[src/rtl/data_sram_bridge.sv]
// data_sram_bridge: converts the MEM-stage single-cycle data SRAM request into
// an SRAM-like req/addr_ok/data_ok handshake. It stalls the pipeline while an
// access is in flight, holds the load word until the MEM stage advances, and
// drains responses that belong to a flushed instruction.
module data_sram_bridge #(
  parameter int ADDR_W = 32,
  parameter int DATA_W = 32
) (
  input  logic              clk,
  input  logic              rst,
  input  logic              data_sram_en,
  input  logic [1:0]        data_sram_rlen,
  input  logic [3:0]        data_sram_wen,
  input  logic [ADDR_W-1:0] data_sram_addr,
  input  logic [DATA_W-1:0] data_sram_wdata,
  output logic [DATA_W-1:0] data_sram_rdata,
  output logic              mem_stall,
  input  logic              pipe_advance,
  input  logic              flush,
  output logic              data_req,
  output logic              data_wr,
  output logic [1:0]        data_size,
  output logic [ADDR_W-1:0] data_addr,
  output logic [3:0]        data_wstrb,
  output logic [DATA_W-1:0] data_wdata,
  input  logic              data_addr_ok,
  input  logic              data_data_ok,
  input  logic [DATA_W-1:0] data_rdata_i
);

  typedef enum logic [1:0] {
    IDLE      = 2'd0,
    WAIT_ADDR = 2'd1,
    WAIT_DATA = 2'd2,
    DONE      = 2'd3
  } state_t;

  state_t            state_r;
  state_t            state_nxt_s;
  logic              cancel_r;
  logic              cancel_nxt_s;
  logic              wr_r;
  logic [1:0]        size_r;
  logic [ADDR_W-1:0] addr_r;
  logic [3:0]        wstrb_r;
  logic [DATA_W-1:0] wdata_r;
  logic [DATA_W-1:0] rdata_r;
  logic              issue_s;
  logic              capture_s;

  // Access size: loads use rlen, stores derive it from the strobe pattern.
  function automatic logic [1:0] req_size(input logic [3:0] wen, input logic [1:0] rlen);
    logic [1:0] size;
    case (wen)
      4'b0000:          size = rlen;
      4'b1111:          size = 2'd2;
      4'b0011, 4'b1100: size = 2'd1;
      default:          size = 2'd0;
    endcase
    return size;
  endfunction

  assign data_sram_rdata = rdata_r;

  // Next state, handshake outputs and stall; reset forces every output low.
  always_comb begin
    issue_s      = (state_r == IDLE) & data_sram_en & ~flush & ~rst;
    state_nxt_s  = state_r;
    cancel_nxt_s = cancel_r;
    capture_s    = 1'b0;
    mem_stall    = 1'b0;
    data_req     = 1'b0;
    data_wr      = 1'b0;
    data_size    = 2'd0;
    data_addr    = {ADDR_W{1'b0}};
    data_wstrb   = 4'b0000;
    data_wdata   = {DATA_W{1'b0}};
    case (state_r)
      IDLE: begin
        if (issue_s) begin
          data_req    = 1'b1;
          data_wr     = |data_sram_wen;
          data_size   = req_size(data_sram_wen, data_sram_rlen);
          data_addr   = data_sram_addr;
          data_wstrb  = data_sram_wen;
          data_wdata  = data_sram_wdata;
          mem_stall   = 1'b1;
          state_nxt_s = data_addr_ok ? WAIT_DATA : WAIT_ADDR;
        end else begin
          state_nxt_s = IDLE;
        end
      end
      WAIT_ADDR: begin
        // A posted request is never retracted, even on flush.
        data_req   = 1'b1;
        data_wr    = wr_r;
        data_size  = size_r;
        data_addr  = addr_r;
        data_wstrb = wstrb_r;
        data_wdata = wdata_r;
        mem_stall  = 1'b1;
        if (flush) begin
          cancel_nxt_s = 1'b1;
        end else begin
          cancel_nxt_s = cancel_r;
        end
        if (data_addr_ok) begin
          state_nxt_s = WAIT_DATA;
        end else begin
          state_nxt_s = WAIT_ADDR;
        end
      end
      WAIT_DATA: begin
        mem_stall = 1'b1;
        if (data_data_ok) begin
          if (cancel_r | flush) begin
            cancel_nxt_s = 1'b0;
            state_nxt_s  = IDLE;
          end else begin
            capture_s   = ~wr_r;
            state_nxt_s = DONE;
          end
        end else if (flush) begin
          cancel_nxt_s = 1'b1;
        end else begin
          state_nxt_s = WAIT_DATA;
        end
      end
      DONE: begin
        if (pipe_advance | flush) begin
          state_nxt_s = IDLE;
        end else begin
          state_nxt_s = DONE;
        end
      end
      default: begin
        state_nxt_s  = IDLE;
        cancel_nxt_s = 1'b0;
      end
    endcase
  end

  // State and cancel flag registers.
  always_ff @(posedge clk or posedge rst) begin
    if (rst) begin
      state_r  <= IDLE;
      cancel_r <= 1'b0;
    end else begin
      state_r  <= state_nxt_s;
      cancel_r <= cancel_nxt_s;
    end
  end

  // Request registers hold the issued fields while addr_ok is pending.
  always_ff @(posedge clk or posedge rst) begin
    if (rst) begin
      wr_r    <= 1'b0;
      size_r  <= 2'd0;
      addr_r  <= {ADDR_W{1'b0}};
      wstrb_r <= 4'b0000;
      wdata_r <= {DATA_W{1'b0}};
    end else if (issue_s) begin
      wr_r    <= |data_sram_wen;
      size_r  <= req_size(data_sram_wen, data_sram_rlen);
      addr_r  <= data_sram_addr;
      wstrb_r <= data_sram_wen;
      wdata_r <= data_sram_wdata;
    end
  end

  // Load word captured on a live response and held until overwritten.
  always_ff @(posedge clk or posedge rst) begin
    if (rst) begin
      rdata_r <= {DATA_W{1'b0}};
    end else if (capture_s) begin
      rdata_r <= data_rdata_i;
    end
  end

endmodule

[config.mk]
export PLATFORM = sky130hd
export DESIGN_NAME = data_sram_bridge
export DESIGN_NICKNAME = d
export VERILOG_FILES = /design/src/rtl/data_sram_bridge.sv
export SDC_FILE = /design/constraint.sdc
export NUM_CORES = 1
export LEC_CHECK = 0
export CAP_MARGIN = 40
export CORE_MARGIN = 2
export CORE_UTILIZATION = 40
export DETAILED_ROUTE_END_ITERATION = 7
export PLACE_DENSITY = 0.77
export SETUP_SLACK_MARGIN = 0.15
export SLEW_MARGIN = 20
export SYNTH_ARGS = -nofsm -noshare
export SYNTH_HDL_FRONTEND = slang
export SYNTH_SLANG_ARGS = --single-unit
[constraint.sdc]
create_clock -name clk -period 9.8 [get_ports clk]
set_clock_uncertainty 0.15 [all_clocks]
set_input_delay 1.96 -clock clk [delete_from_list [all_inputs] [get_ports clk]]
set_output_delay 1.96 -clock clk [all_outputs]
set_load 0.02 [all_outputs]
---- Yosys cells after proc, flatten, opt, wreduce, memory -nomap -nowiden ----
Index checks and enable logic that the tools add are counted.
cells by class
  equality and inequality tests ........... 8
  multiplexer cells ....................... 28
  bitwise logic cells ..................... 8
  reductions and logical operators ........ 7
operators with widths
  operator                                                                number
  32-bit one-hot mux with 2 select lines                                  2
  32-bit two-way mux                                                      2
  2-bit two-way mux                                                       7
  4-bit equality test (second input constant)                             2
  1-bit two-way mux                                                       8
  1-bit one-hot mux with 2 select lines                                   4
  2-bit one-hot mux with 4 select lines                                   1
  4-bit one-hot mux with 2 select lines                                   1
  3-bit != test (second input constant)                                   2
  2-bit one-hot mux with 3 select lines                                   1
  2-bit equality test (second input constant)                             2
  4-bit by 2-bit equality test with 1-bit output (second input constant)  1
  4-bit zero test                                                         1
  4-bit two-way mux                                                       1
  2-bit one-hot mux with 2 select lines                                   1
  2-bit OR reduction                                                      2
  4-bit OR reduction                                                      1
  1-bit bitwise AND                                                       3
  1-bit inverter                                                          3
  2-bit by 1-bit equality test with 1-bit output (second input constant)  1
  2-bit zero test                                                         1
  1-bit OR                                                                2
  2-bit AND reduction                                                     1
  2-bit nonzero test                                                      1
storage, ports and cells
  register bits ........................... 106
  bits of input ports ..................... 109
  output and inout port bits .............. 105

---- Depth between registers and ports, before layout ----
  depth after elaboration ................. 6
  depth in mapped cells ................... 8
  gate-level depth less buffers ........... 5

---- Least setup slack after synthesis ----
Ideal clock, no wire load.
  path type ............................... input to output
  from .................................... input port flush
  to ...................................... output port data_size[0]
  arrival time ............................ 3.023 ns
  slack ................................... 4.667 ns
  stages .................................. 5
  cell sequence ........................... buf_6 nand4bb_1 buf_2 buf_4 o21ai_0
on the way
  longest elaborated chain between the ends .. 5
RTL lines
  element                                line  text
  from (decl)                            19    input logic flush,
  1-bit inverter                         67    issue_s = (state_r == IDLE) & data_sram_en & ~flush & ~rst;
  1-bit bitwise AND (2 in series)        67
  2-bit two-way mux                      80    if (issue_s) begin
  2-bit one-hot mux with 2 select lines  78    case (state_r)
  to (decl)                              22    output logic [1:0] data_size,
No other way between the ends.

---- Final worst setup path ----
  from .................................... input port flush
  to ...................................... output port data_wstrb[3]
on the way
  longest elaborated chain between the ends .. 5
RTL lines
  element                                line  text
  1-bit inverter                         67
  1-bit bitwise AND (2 in series)        67
  4-bit two-way mux                      80
  4-bit one-hot mux with 2 select lines  78
  to (decl)                              24    output logic [3:0] data_wstrb,
No other way between the ends.

==> impl_metrics.tcl <==
set metrics [dict create \
    fill_cells 1025 \
    fp.dieW_microns 113.7 \
    use_met3 0.05313 \
    first_pass_iters 6 \
    final_area_sq_um 7372 \
    syn2layout_area_growth_pct 53.20 \
    synth_area_leaders "dfrtp_1 (55%), nand2_1 (27%), mux2_2 (6.1%)" \
    pre_cts_ws_ps 3104 \
    die_h_microns 113.7 \
    yosys.cell_types.count 29 \
    cts_setup_buffers 0 \
    clk_root_buffer_cell "clkbuf_16" \
    fmax_ghz 0.1496 \
    final.setup.tns_ps 0 \
    slew_violations 0 \
    cts_hold_buf 0 \
    relSlewSlack 0.4787 \
    port_buffers 213 \
    synth_top_area_share 0.5512 \
    row_count 40 \
    drc 0 \
    pwr_density_cell_nw_per_um2 278.2 \
    clkPwrFrac 0.188 \
    final_util 0.6215 \
    synth-compound-area-share 0.02678 \
    crit_arrival_ps 4570 \
    worstPathRequired_ps 7690 \
    dieArea_sq_um 12920 \
    outcome "finished, final reports clean" \
    grt_max_degree 76 \
    ys_seq_area_frac 0.5512 \
    crit_path_max_incr_delay_ps 620 \
    clock-sinks 106 \
    ir_drop_v 0.0001314 \
    antenna_found_initial 0 \
    post_cts_resized 0 \
    multi_input_area_sq_um 2002 \
    htreeDepth 3 \
    vias_per_cell 4.846 \
    nNetsFinal 873 \
    period_minus_slack_ps 6684 \
    synthSimpleGateAreaFrac 0.2975 \
    setup_viol 0 \
    num_vias 4415 \
    wirelength_microns 13090 \
    cp_max_fo 60 \
    yosysTopAreaCell "dfrtp_1" \
    insertedDiodeCount 0 \
    cts_tree "done" \
    globalRouteOverflowTotal 0 \
    power_frac_seq 0.368 \
    fin_crit_sh 0.6820 \
    synth_nets 672 \
    muxShareOfSynthArea 0.07488 \
    drt-initial-drc-count 226 \
    busiest_layer "met2" \
    setup_ws_ps 3116 \
    track_usage 0.2058 \
    maxCapViolCount 0 \
    numCtsBuffers 9 \
    tightest_slew_ps 781.9 \
    ys_ff_latch 106 \
    critPathLaunchType "input port" \
    cpMaxStageDelayCell "clkdlybuf4s50_1" \
    synthAdderAreaFrac 0.01300 \
    syn_inst 558 \
    p_switching_uw 752.4 \
    end_kind "output port" \
    p_int_mw 1.298 \
    clock_path_buffers 2 \
    drive_gt1_frac 0.06937 \
    hold_class "reg -> reg" \
    regArea_sq_um 2653 \
    rsz0062_at_grt "no" \
    coreArea_sq_um 11860 \
    swShare 0.3669 \
    cp_cell_sequence "clkdlybuf4s50_1 > and4bb_2 > buf_4 > nand2_1 > nand2_1 > clkdlybuf4s50_1" \
    grt_pass1_vias 4336 \
    synth_area_per_cell_sq_um 8.624 \
    gr-usage-met1 0.2536 \
    met2_usage 0.3445 \
    ios 214 \
    synth_xor_area_frac 0 \
    synth_area_sq_um 4812 \
    start_util 0.4057 \
    ant_nets 0 \
    routedWlPerCell_microns 14.37 \
    leakage_nw 3.755 \
    synth_warnings 0 \
    clock_latency_ps 340 \
    synth_top_family_by_area "simple AND/OR/NAND/NOR gates" \
    crit_type "in -> out" \
    place.gp.congestion 0.8172 \
    combPwrFrac 0.444 \
    grt_pass1_wl_microns 21050 \
    hold_viol 0 \
    place_area_sq_um 7053 \
    clkSlewWorstSetupHoldPaths_ps 70 \
    dpl.hpwl_microns 9460 \
]
-- power groups by stage --
stage | sequential (mW) | clock, mW | combinational, mW
floorplan | 0.809 | 0 | 0.442
global placement | 0.747 | 0 | 0.892
detailed placement | 0.761 | 0 | 0.918
CTS | 0.756 | 0.397 | 0.922
global route | 0.779 | 0.415 | 0.990
finish | 0.754 | 0.385 | 0.911
-- metal layers --
layer | share of wire | vias to the layer above
met3 | 0.071 | 27
met1 | 0.41 | 2086
met4 | 0.028 | 0
met2 | 0.50 | 159
li1 | - | 2143
met5 | 0 | -
-- kinds of logic after synthesis --
family,after synthesis
simple gates,363
flops,106
buf+inv,33
mux,32
compound gates,19
fa+ha+maj,5
-- area by class of cell --
cell class | count | area share
clock buffers | 10 | 0.03242
clock inverters | 6 | 0.01086
inverters | 4 | 0.002376
multi-input cells | 419 | 0.2716
flip-flops and latches | 106 | 0.3598
well taps | 147 | 0.02495
repair buffers | 219 | 0.2980
-- Yosys cell counts --
cell,number
mux2_1,6
and4_1,1
buf_4,3
nand3b_1,1
nor2_1,7
nand4bb_1,1
clkbuf_1,13
buf_6,4
a21o_1,2
ha_1,5
o211a_1,1
buf_2,9
dfrtp_1,106
nor4_4,1
a211oi_1,3
o21ai_0,5
nand2b_1,1
nor4bb_1,2
and4bb_2,1
nand2_1,345
mux2_2,26
inv_1,4
o21a_1,3
a21oi_1,3
a221oi_1,1
o32a_1,1
nor3b_1,1
and3b_1,1
nor4_1,1
-- metrics by stage --
step                hold WS [ps]  instances  power (mW)
floorplan                  295.7        558       1.252
global placement           307.1        894       1.639
detailed placement         313.1        895       1.680
CTS                        329.9        911       2.074
global route               345.5        911       2.185
finish                     326.3        911       2.051
-- path summary, 6_finish.rpt --
kind | start | to | slack (ps) | cells past startpoint
worst max-delay path | flush | data_wstrb[3] | 3120 | 6
worst min-delay path | addr_r[18]$_DFFE_PP0N_ | addr_r[18]$_DFFE_PP0N_ | 330 | 2
worst max register to register | state_r[0]$_DFFE_PP0P_ | wdata_r[5]$_DFFE_PP0N_ | 7550 | 6
worst min register to register | addr_r[18]$_DFFE_PP0N_ | addr_r[18]$_DFFE_PP0N_ | 330 | 2
max in group asynchronous | rst | addr_r[6]$_DFFE_PP0N_ | 6590 | 4
min in group asynchronous | rst | data_sram_rdata[3]$_DFFE_PP0P_ | 1860 | 2
-- layout by cell type, fill, tap and decap left out --
master           netlist  layout
nor3b_1                1       1
nor2_1                 7       7
o21a_1                 3       3
a221oi_1               1       1
and4_1                 1       1
ha_1                   5       4
clkinv_2               0       4
bufinv_16              0       2
clkbuf_16              0       9
dfrtp_1              106     106
ha_2                   0       1
and4bb_2               1       1
a211oi_1               3       3
mux2_2                26      26
nor4_1                 1       1
nor4bb_1               2       2
a21oi_1                3       3
nand2_1              345     345
nand2b_1               1       1
buf_16                 0       1
clkdlybuf4s50_1        0     213
nor4_4                 1       1
inv_1                  4       3
nand4bb_4              0       1
o211a_1                1       1
o32a_1                 1       1
mux2_1                 6       6
a21o_1                 2       2
and3b_1                1       1
o21ai_0                5       5
clkbuf_8               0       1
nand3b_1               1       1
buf_4                  3       5
inv_4                  0       1
-- critical path, delay by kind of cell --
kind,cells,cell delay (ps)
and+or+nand+nor,3,820
buffers and inverters,3,1750
-- sequential cells by signal (all words and copies together), names as in the netlist --
signal and flops:
data_sram_rdata 32, size_r 2, addr_r 32, cancel_r 1, wr_r 1, state_r 2
wdata_r 32, wstrb_r 4
Note: power is estimated with default switching activity, not from simulation.
